===== src/rtl/tinytpu_result_tx.sv =====
// Bit-serial transmitter for the N x N result matrix: words in order, MSB first, tx_hold stalls.
// Optional per-word even parity bit when TINYTPU_TX_PARITY_EN is defined.
module tinytpu_result_tx #(
  parameter int D_W   = 8,
  parameter int N     = 2,
  parameter int RES_W = 2 * D_W
) (
  input  logic                   clk,
  input  logic                   rst,
  input  logic                   load,
  input  logic [N*N*RES_W-1:0]   res_in,
  input  logic                   tx_hold,
  output logic                   data_out_z,
  output logic                   tx_ready,
  output logic                   busy,
  output logic                   done
);

  localparam int NW  = N * N;
  localparam int WCW = (NW > 1) ? $clog2(NW) : 1;
  localparam int BCW = (RES_W > 1) ? $clog2(RES_W) : 1;
  localparam logic [BCW-1:0] BIT_TOP  = BCW'(RES_W - 1);
  localparam logic [WCW-1:0] WORD_TOP = WCW'(NW - 1);

  typedef enum logic [1:0] {IDLE, SHIFT, FIN} state_t;

  state_t               state, state_nx;
  logic [BCW-1:0]       bit_cnt, bit_nx;
  logic [WCW-1:0]       word_cnt, word_nx;
  logic                 dout_nx, rdy_nx, busy_nx, done_nx;
  logic                 word_end;
  logic [RES_W-1:0]     frame [NW];

`ifdef TINYTPU_TX_PARITY_EN
  logic                 par_phase, par_nx;
  assign word_end = par_phase;
`else
  assign word_end = (bit_cnt == '0);
`endif

  // Frame buffer only loads on acceptance, so res_in changes mid-frame are invisible.
  always_ff @(posedge clk or posedge rst) begin
    if (rst) begin
      for (int k = 0; k < NW; k++) frame[k] <= '0;
    end else if (state == IDLE && load) begin
      for (int k = 0; k < NW; k++) frame[k] <= res_in[k*RES_W +: RES_W];
    end
  end

  always_ff @(posedge clk or posedge rst) begin
    if (rst) begin
      state      <= IDLE;
      bit_cnt    <= '0;
      word_cnt   <= '0;
      data_out_z <= 1'b0;
      tx_ready   <= 1'b0;
      busy       <= 1'b0;
      done       <= 1'b0;
`ifdef TINYTPU_TX_PARITY_EN
      par_phase  <= 1'b0;
`endif
    end else begin
      state      <= state_nx;
      bit_cnt    <= bit_nx;
      word_cnt   <= word_nx;
      data_out_z <= dout_nx;
      tx_ready   <= rdy_nx;
      busy       <= busy_nx;
      done       <= done_nx;
`ifdef TINYTPU_TX_PARITY_EN
      par_phase  <= par_nx;
`endif
    end
  end

  always_comb begin
    state_nx = state;
    bit_nx   = bit_cnt;
    word_nx  = word_cnt;
    dout_nx  = data_out_z;
    rdy_nx   = 1'b0;
    busy_nx  = 1'b0;
    done_nx  = 1'b0;
`ifdef TINYTPU_TX_PARITY_EN
    par_nx   = par_phase;
`endif
    case (state)
      IDLE: begin
        dout_nx = 1'b0;
        if (load) begin
          state_nx = SHIFT;
          bit_nx   = BIT_TOP;
          word_nx  = '0;
          dout_nx  = res_in[RES_W-1];
          rdy_nx   = 1'b1;
          busy_nx  = 1'b1;
`ifdef TINYTPU_TX_PARITY_EN
          par_nx   = 1'b0;
`endif
        end
      end
      SHIFT: begin
        rdy_nx  = 1'b1;
        busy_nx = 1'b1;
        if (!tx_hold) begin
          if (word_end) begin
            if (word_cnt == WORD_TOP) begin
              state_nx = FIN;
              rdy_nx   = 1'b0;
              done_nx  = 1'b1;
              dout_nx  = 1'b0;
              bit_nx   = '0;
              word_nx  = '0;
            end else begin
              word_nx = word_cnt + 1'b1;
              bit_nx  = BIT_TOP;
              dout_nx = frame[word_cnt + 1'b1][RES_W-1];
            end
`ifdef TINYTPU_TX_PARITY_EN
            par_nx = 1'b0;
          end else if (bit_cnt == '0) begin
            // Even parity: the extra bit makes the word plus parity have an even count of ones.
            par_nx  = 1'b1;
            dout_nx = ^frame[word_cnt];
`endif
          end else begin
            bit_nx  = bit_cnt - 1'b1;
            dout_nx = frame[word_cnt][bit_cnt - 1'b1];
          end
        end
      end
      FIN: begin
        state_nx = IDLE;
        dout_nx  = 1'b0;
      end
      default: begin
        state_nx = IDLE;
        dout_nx  = 1'b0;
      end
    endcase
  end

endmodule

===== config.mk =====
export PLATFORM = sky130hd
export DESIGN_NAME = tinytpu_result_tx
export DESIGN_NICKNAME = d
export VERILOG_FILES = /design/src/rtl/tinytpu_result_tx.sv
export SDC_FILE = /design/constraint.sdc
export NUM_CORES = 1
export LEC_CHECK = 0
export BUFFER_PORTS_ARGS = -buffer_cell sky130_fd_sc_hd__buf_2
export CORE_AREA = 2 2 93 95
export CTS_CLUSTER_DIAMETER = 100
export DETAILED_ROUTE_END_ITERATION = 7
export DIE_AREA = 0 0 95 97
export HOLD_SLACK_MARGIN = 0.05
export MAX_ROUTING_LAYER = met4
export PLACE_DENSITY = 0.74
export SLEW_MARGIN = 0
export SYNTH_ARGS = -nofsm -noshare
export SYNTH_HDL_FRONTEND = slang
export SYNTH_SLANG_ARGS = --single-unit

===== constraint.sdc =====
create_clock -name clk -period 6.22 [get_ports clk]
set_clock_uncertainty 0.2 [all_clocks]
set_input_delay 0.622 -clock clk [delete_from_list [all_inputs] [get_ports clk]]
set_output_delay 0.622 -clock clk [all_outputs]
set_load 0.05 [all_outputs]

==> impl_results.md <==
- Run status: finished, final reports clean
- Pleak: between 2 and 2.5 nW
- Worst Max-Slew Pin Slew: between 1 and 1.5 ns
- H-tree levels: 3
- Power Density: 499.3 nW/um^2
- Core ar.: around 8100 um^2
- IO Pins: 72
- Reg2Reg Depth: 6
- Fillers: 773
- Residual DRC: 0
- Setup-failing EPs final: 0
- RSZ-0062 raised after global routing: false
- CTS Sinks: 76
- Hold_buf cts: 0
- Final core utilization: between 50 and 60%
- Total CTS buffers: 9
- Met3 GRT Util: between 4 and 5%
- GRT Total Usage: between 10% and 20%
- PortBufs: ~70
- Crit path DAT: between 2 and 3 ns
- Busiest layer in global routing: met2
- TritonCTS clock tree: done
- Root buffer cell: clkbuf_8
- Global-route wire length before repair: 13280 um
- Tcrit/Tclk final: about 44%
- Hold Slack: roughly 0.25 ns
- Min-delay worst type: in -> reg
- Setup bufs post-CTS: 0
- Final Hold Violating Endpoints: 0
- Max clock buf depth: 2
- Setup TNS: 0 ns
- Initial antenna violation count: 0
- Max Freq: between 300 and 400 MHz
- Nets@finish: about 520
- Num rows: 33
- Clock period minus worst slack: ~2.8 ns
- Top cells by area, synth: dfrtp_1 53%, nand2_1 21%, mux4_2 8.2%, mux4_1 4.4%, nor2_1 1.2%
- Switching pwr: approximately 0.76 mW
- Layout cells sized above 1: a little under a quarter
- DR WL/cell: around 14 um
- DR vias/cell: 4.984
- Tot Pwr: 2.116 mW
- Switching share of power: 36.09%
- Synth Cell Area: 3583 um^2
- Fin area: between 4000 and 5000 um^2
- CTS clk-pin slew, worst paths: around 0.080 ns
- Maxcap violations: 0
- WL final: ~8000 um
- Ys flop type: dfrtp_1
- Initial Util: approximately 44%
- Reg area: ~1900 um^2
- Internal power: about 1.4 mW
- WS Path Type: reg -> reg
- Pin count of the biggest net entering global routing: 77
- Worst-Skew Late Latency: ~0.35 ns
- CP Capture Type: flop
- Post-synthesis register bit count: 76
- Count of cell types in the netlist: 34
- Post-Synthesis Cells: ~380
- Seq/Total Area, Yosys: a little over half
- Die Ht: 97 um
- GRT met2 Usage: a little under a third
- Async SR Flop Fraction: 100.0%
- Post-DP HPWL: about 5700 um
- GP Congestion: 0.8804
- Clk network pwr share: around a fifth
- Crit start category: flop
- Layout area overhead: 18.26%
- Die Area: about 9200 um^2
- Final-report max-slew violation count: 0
- Net Count, Synth: between 400 and 500
- GRT overflow: 0
- Worst path required time: between 6 and 7 ns
- First-pass detailed-route iteration total: 4
- Vias in the first global route: about 2800
- Multi-input logic area: ~1600 um^2
- Leading cell types by count after synthesis: 201 x nand2_1, 76 x dfrtp_1, 13 x mux4_2
- Avg Inst Size Synth: around 9.4 um^2
- Number of enable flip-flop cells after synthesis: 0
- Seq pwr share: about 43%
- Maximum vdd drop: 0.0002211 V
- Comb pwr share: between 30% and 40%
- Synth warn: 0
- Most common cell in the netlist: nand2_1
- Area after DPL: 4004 um^2
- CP max FO: 14
- Vias: about 2800
- Die Wd: about 95 um
- Max_slew headroom: a little under a fifth
- WHS Path Cells: 3
- Met1 Track Usage GR: roughly a quarter
- Synth top area share: between 50% and 60%
- Post-CTS sizing: 0
- Final ANT Viol Nets: 0
- Initial DRC Count: 95
- Post-synth top area cell: dfrtp_1
- ANT cells: 0
[flip-flops by register name (all words and copies together), names as in the netlist]
register	flops
tx_ready	1
frame	64
word_cnt	2
bit_cnt	4
data_out_z	1
done	1
state	2
busy	1
[stage by stage]
| step | cells | worst slack [ns] |
|---|---|---|
| 6_report | 555 | 3.470 |
| 2_1_floorplan | 382 | 3.460 |
| 5_1_grt | 555 | 3.261 |
| 3_5_place_dp | 539 | 3.517 |
| 3_3_place_gp | 539 | 3.658 |
| 4_1_cts | 555 | 3.487 |
[area by class of cell]
cell class                      instances  share of cell area (%)
Multi-Input combinational cell        278                   37.14
Timing Repair Buffer                   73                   8.739
Tap cell                              105                   3.100
Clock buffer                           11                   3.572
Inverter                                7                  0.6200
Clock inverter                          5                   1.949
Sequential cell                        76                   44.88
[metal layers]
layer | part of all wire, % | up-vias
li1 | - | 1369
met1 | 45 | 1331
met2 | 51 | 57
met3 | 3.4 | 9
met4 | 1.5 | 0
met5 | 0 | -
[worst max-delay path: stages, from the launching register on]
cell	delay [ns]
dfrtp_1	0.63
inv_1	0.26
ha_1	0.28
nor3b_1	0.52
a31oi_1	0.19
nor2_1	0.20
mux2_2	0.36
[path summary, 6_finish.rpt]
check	startpoint	endpoint	slack, ns
min in group asynchronous	rst	frame[47]$_DFFE_PP0P_	0.34
max	bit_cnt[0]$_DFFE_PP0P_	word_cnt[0]$_DFFE_PP0P_	3.47
min reg2reg	frame[26]$_DFFE_PP0P_	frame[26]$_DFFE_PP0P_	0.27
max reg2reg	bit_cnt[0]$_DFFE_PP0P_	word_cnt[0]$_DFFE_PP0P_	3.47
min	res_in[7]	frame[55]$_DFFE_PP0P_	0.25
max in group asynchronous	rst	frame[52]$_DFFE_PP0P_	4.86
[layout by cell type, fill, tap and decap left out, types with 5 or more instances in the layout]
cell type  instances
mux4_1             6
inv_1              6
buf_2             71
clkbuf_8          11
mux4_2            13
dfrtp_1           76
o21ai_0            5
nor3_1             5
nand2_1          201
nand3_1            6
nor2_1            11
[power by group through the flow]
| stage | sequential [mW] | clock [mW] | combinational, mW |
|---|---|---|---|
| after floorplan | 0.831 | 0 | 0.662 |
| after global placement | 0.914 | 0 | 0.764 |
| after detailed placement | 0.923 | 0 | 0.779 |
| after CTS | 0.915 | 0.440 | 0.782 |
| after global routing | 0.945 | 0.461 | 0.880 |
| final | 0.912 | 0.432 | 0.772 |
[cell families (layout without fill, tap and decap cells)]
logic type	count (synthesis)	in the layout	share of synthesized area [%]
mux	21	21	13.16
fa+ha+maj	2	2	0.6982
compound gates	17	17	3.073
buf+inv	28	96	3.282
simple gates	235	235	25.98
xor+xnor	3	3	0.7334
flops	76	76	53.07
Power figures use the tool's default switching activity.
